## config.mk

```make
export PLATFORM = sky130hd
export DESIGN_NAME = pipe_stage_reg
export DESIGN_NICKNAME = d
export VERILOG_FILES = /design/src/rtl/pipe_stage_reg.sv
export SDC_FILE = /design/constraint.sdc
export NUM_CORES = 1
export LEC_CHECK = 0
export CAP_MARGIN = 20
export CORE_MARGIN = 2
export CORE_UTILIZATION = 53
export CTS_CLUSTER_DIAMETER = 40
export CTS_CLUSTER_SIZE = 20
export DETAILED_ROUTE_END_ITERATION = 8
export PLACE_DENSITY_LB_ADDON = 0.3
export SLEW_MARGIN = 20
export SYNTH_ARGS = -nofsm -noshare
export SYNTH_HDL_FRONTEND = slang
export SYNTH_SLANG_ARGS = --single-unit
export TNS_END_PERCENT = 1
```

## constraint.sdc

```tcl
create_clock -name CLK -period 3.3 [get_ports CLK]
set_input_delay 0.99 -clock CLK [delete_from_list [all_inputs] [get_ports CLK]]
set_output_delay 0.99 -clock CLK [all_outputs]
set_load 0.01 [all_outputs]
```

## src/rtl/pipe_stage_reg.sv

```systemverilog
// Elastic pipeline-stage register with valid/ready handshake, synchronous flush and NOP bubbles.
// SKID=1 gives a 2-entry skid buffer with registered in_ready; SKID=0 a single combinational entry.
module pipe_stage_reg #(
   parameter int unsigned       WIDTH     = 32,
   parameter logic [WIDTH-1:0]  NOP_VALUE = '0,
   parameter int unsigned       SKID      = 1
) (
   input  logic             CLK,
   input  logic             nRST,
   input  logic             flush,
   input  logic             in_valid,
   output logic             in_ready,
   input  logic [WIDTH-1:0] in_data,
   output logic             out_valid,
   input  logic             out_ready,
   output logic [WIDTH-1:0] out_data,
   output logic [1:0]       occupancy
);

   typedef enum logic [1:0] {StEmpty, StOne, StTwo} state_e;

   if (SKID != 0) begin : g_skid
      state_e           state_q, state_d;
      logic [WIDTH-1:0] main_q, main_d;
      logic [WIDTH-1:0] skid_q, skid_d;
      logic             in_ready_q, in_ready_d;
      logic             in_xfer, out_xfer;

      always_ff @(posedge CLK or negedge nRST) begin
         if (!nRST) begin
            state_q    <= StEmpty;
            main_q     <= NOP_VALUE;
            skid_q     <= NOP_VALUE;
            in_ready_q <= 1'b1;
         end else begin
            state_q    <= state_d;
            main_q     <= main_d;
            skid_q     <= skid_d;
            in_ready_q <= in_ready_d;
         end
      end

      always_comb begin
         state_d  = state_q;
         main_d   = main_q;
         skid_d   = skid_q;
         in_xfer  = in_valid & in_ready_q;
         out_xfer = (state_q != StEmpty) & out_ready;
         unique case (state_q)
            StEmpty: begin
               if (in_xfer) begin
                  state_d = StOne;
                  main_d  = in_data;
               end
            end
            StOne: begin
               if (in_xfer && out_xfer) begin
                  main_d = in_data;
               end else if (in_xfer) begin
                  state_d = StTwo;
                  skid_d  = in_data;
               end else if (out_xfer) begin
                  state_d = StEmpty;
               end
            end
            StTwo: begin
               if (out_xfer) begin
                  state_d = StOne;
                  main_d  = skid_q;
               end
            end
            default: state_d = StEmpty;
         endcase
         // Flush overrides everything; a same-cycle input is simply never recorded as held.
         if (flush) begin
            state_d = StEmpty;
         end
         in_ready_d = (state_d != StTwo);
      end

      always_comb begin
         in_ready  = in_ready_q;
         out_valid = (state_q != StEmpty);
         out_data  = out_valid ? main_q : NOP_VALUE;
         occupancy = (state_q == StTwo) ? 2'd2 : (state_q == StOne) ? 2'd1 : 2'd0;
      end
   end else begin : g_single
      logic             valid_q, valid_d;
      logic [WIDTH-1:0] main_q, main_d;
      logic             in_xfer, out_xfer;

      always_ff @(posedge CLK or negedge nRST) begin
         if (!nRST) begin
            valid_q <= 1'b0;
            main_q  <= NOP_VALUE;
         end else begin
            valid_q <= valid_d;
            main_q  <= main_d;
         end
      end

      always_comb begin
         in_ready = ~valid_q | out_ready;
         in_xfer  = in_valid & in_ready;
         out_xfer = valid_q & out_ready;
         valid_d  = valid_q;
         main_d   = main_q;
         if (in_xfer) begin
            valid_d = 1'b1;
            main_d  = in_data;
         end else if (out_xfer) begin
            valid_d = 1'b0;
         end
         if (flush) begin
            valid_d = 1'b0;
         end
      end

      always_comb begin
         out_valid = valid_q;
         out_data  = valid_q ? main_q : NOP_VALUE;
         occupancy = {1'b0, valid_q};
      end
   end

endmodule

```

==> metrics.md <==
| Metric | Value |
|---|---|
| Crit path time final | roughly 2.8 ns |
| R2r worst-path depth | 4 |
| Layout cells sized above 1 | 20.4% |
| Initial antenna violation count | 0 |
| Slew headroom | a little over two thirds |
| Hold Slack | 0.483 ns |
| RSZ-0062 raised after global routing | false |
| Kind of cell adding the most delay to the critical path | buffers and inverters |
| Slack of the critical path | 0.465 ns |
| Multi-input gate area | 1270 um^2 |
| Wirelength per Cell | 16.3 um |
| Die Ht | around 80 um |
| Cell Rows | 27 |
| Die area | ~6400 um^2 |
| Fillers | 393 |
| Clock transition at path regs | 0.07 ns |
| F_max | between 0.3 and 0.4 GHz |
| Hold Crit Depth | 1 |
| First-pass GRT wire length | 10,300 um |
| DRC errors left | 0 |
| Most common cell after layout, fill and taps aside | clkdlybuf4s50_1 |
| Synth cell types | 26 |
| Post-DP HPWL | 3970 um |
| Register area share after synthesis | 54.4% |
| Htree depth | 3 |
| Fin. max-slew vios | 0 |
| GRT Util Overall | between 20% and 30% |
| Grt ovf | 0 |
| Via count | roughly 2,200 |
| Startpoint types | register |
| Synthesis Warnings | 0 |
| CTS Buf Count | 9 |
| Clock share of power | 28.9% |
| Clock tree buffer depth | 2 |
| Worst-path cell with the longest stage delay | clkdlybuf4s50_1 |
| CTS tree | yes |
| CP Class | reg -> out |
| Crit path depth | 4 |
| Worst VDD drop | roughly 0.00038 V |
| Initial core utilization | between 50% and 60% |
| Number of global-route vias before repair | 2,155 |
| Post-CTS Hold Buffers | 0 |
| Area Growth Syn to Fin | 31.3% |
| Gpl congestion | 0.748 |
| Period utilisation layout | 85.9% |
| Pre-antenna DRT Iters | 4 |
| Largest net degree at the start of global routing | just under 70 |
| Most frequent cells in the layout | 71 x clkdlybuf4s50_1, 66 x dfrtp_1, 32 x nor2b_1, 32 x o32a_1, 32 x o21a_1 |
| Final Skew | 0.00448 ns |
| Min-delay worst type | reg -> reg |
| Synth Cell Area | about 3100 um^2 |
| Worst skew pair latency | 0.33 ns |
| Leakage | between 0.0015 and 0.002 uW |
| Worst-Margin Slew | 0.442 ns |
| Crit path max fanout | 19 |
| Post-CTS Setup Inserts | 0 |
| Post-Synthesis Cells | 233 |
| Synth Area per Inst | around 13 um^2 |
| Post-CTS Resized | 0 |
| Final WL | 6220 um |
| Initial detailed-routing violation count | 124 |
| CP Capture Type | output port |
| MaxCap Viol Count | 0 |
| CP bufs+invs | 2 |
| Root Driver | clkbuf_8 |
| Port buffer count | just over 70 |
| Detail Route Antenna Nets | 0 |
| P_sw | between 500 and 600 uW |
| Non-filler cells, final | 381 |
| Clock sink total | 67 |
| Power Internal | 1660 uW |
| Placed insts | 365 |
| Final Hold Fails | 0 |
| DP Worst Slack | approximately 0.43 ns |
| Final nets | 341 |
| Outcome | finished clean |
| Worst path cell trace | nor2_2 -> buf_4 -> nor2b_1 -> clkdlybuf4s50_1 |
| Die Span X | between 80 and 90 um |
| Setup-failing EPs final | 0 |
| PwrDens | 549 nW/um^2 |
| WP data arrival | 1.85 ns |
| Synth Register Bits | 67 |
| Vias per cell | between 5 and 6 |
| Combinational cell fraction of total power | 22.1% |
| Flop pwr share | 49.1% |
| Antenna cells | 0 |
| Crit-path max cell delay | 0.56 ns |
| Sequential cell area | 1680 um^2 |
| CP Data Required Time | between 2 and 2.5 ns |
| Syn_nets | 270 |
| Ports | 73 |
| Core area | 5570 um^2 |
| Sw frac | 25.1% |
| Fin Setup TNS | 0 ns |
[power by group through the flow]
stage,logic (uW),registers [uW],clock network [uW]
after floorplan,304,1080,0
after global placement,482,1100,0
after detailed placement,495,1100,0
after CTS,497,1090,658
after global routing,533,1110,694
final,490,1090,641
[layer usage]
layer	wire (um)	up-vias	global-route usage (%)
li1	-	1008	-
met1	2770	1092	27.6
met2	2990	70	32.9
met3	372	9	5.06
met4	91	0	10.8
met5	0	-	0
[final timing paths]
kind                                                    from                             to  slack (ns)
worst max-delay path             g_skid.state_q[1]$_DFF_PN0_                   out_data[31]        0.46
worst min-delay path            g_skid.main_q[4]$_DFFE_PN0P_   g_skid.main_q[4]$_DFFE_PN0P_        0.48
worst max register to register            in_ready$_DFF_PN1_  g_skid.skid_q[17]$_DFFE_PN0P_        1.53
worst min register to register  g_skid.main_q[4]$_DFFE_PN0P_   g_skid.main_q[4]$_DFFE_PN0P_        0.48
max in group asynchronous                               nRST             in_ready$_DFF_PN1_        2.34
min in group asynchronous                               nRST    g_skid.state_q[1]$_DFF_PN0_        0.67
[synthesized netlist by cell type]
cell       number  area [um^2]
a2111oi_2       1         15.0
a211o_1         1         8.76
a211oi_1        1         7.51
a21boi_0        1         7.51
and2_1          1         6.26
buf_2           7         35.0
buf_4           3         22.5
buf_6           4         45.0
clkbuf_1        6         22.5
dfrtp_1        66         1650
dfstp_2         1         26.3
inv_1           3         11.3
mux2_1          1         11.3
mux2_2         31          349
nand2_1         1         3.75
nand3b_1        1         7.51
nand3b_4        1         20.0
nand4b_4        1         23.8
nor2_1          2         7.51
nor2_4          1         11.3
nor2b_1        32          200
nor2b_2         1         8.76
nor3_2          1         10.0
o21a_1         32          240
o21ai_2         1         8.76
o32a_1         32          320
[cell families (layout without fill, tap and decap cells)]
logic type	Yosys count	count (layout)	synth area share, %
DFF	67	67	54.4
buffers and inverters	23	99	4.43
and+or+nand+nor	42	42	9.70
AOI/OAI and AO/OA	69	69	19.7
muxes	32	32	11.7
[registers in the layout, indices dropped and copies added (netlist names)]
signal / cells
g_skid.state_q: 2
in_ready: 1
g_skid.skid_q: 32
g_skid.main_q: 32
[layout make-up]
cell class / count / area share [%]
well taps: 72 / 2.23
clock buffers: 15 / 4.61
flip-flops and latches: 67 / 41.5
clock inverters: 1 / 0.124
inverters: 3 / 0.278
repair buffers: 80 / 19.8
multi-input cells: 143 / 31.5
[stage by stage]
stage                     cell area [um^2]  total power, uW  util, %
final                                 4050             2220     72.6
after global routing                  4050             2340     72.6
after CTS                             4050             2250     72.6
after detailed placement              3850             1600     69.2
after global placement                3850             1580     69.2
after floorplan                       3080             1380        -
(Power assumes the default switching activity.)
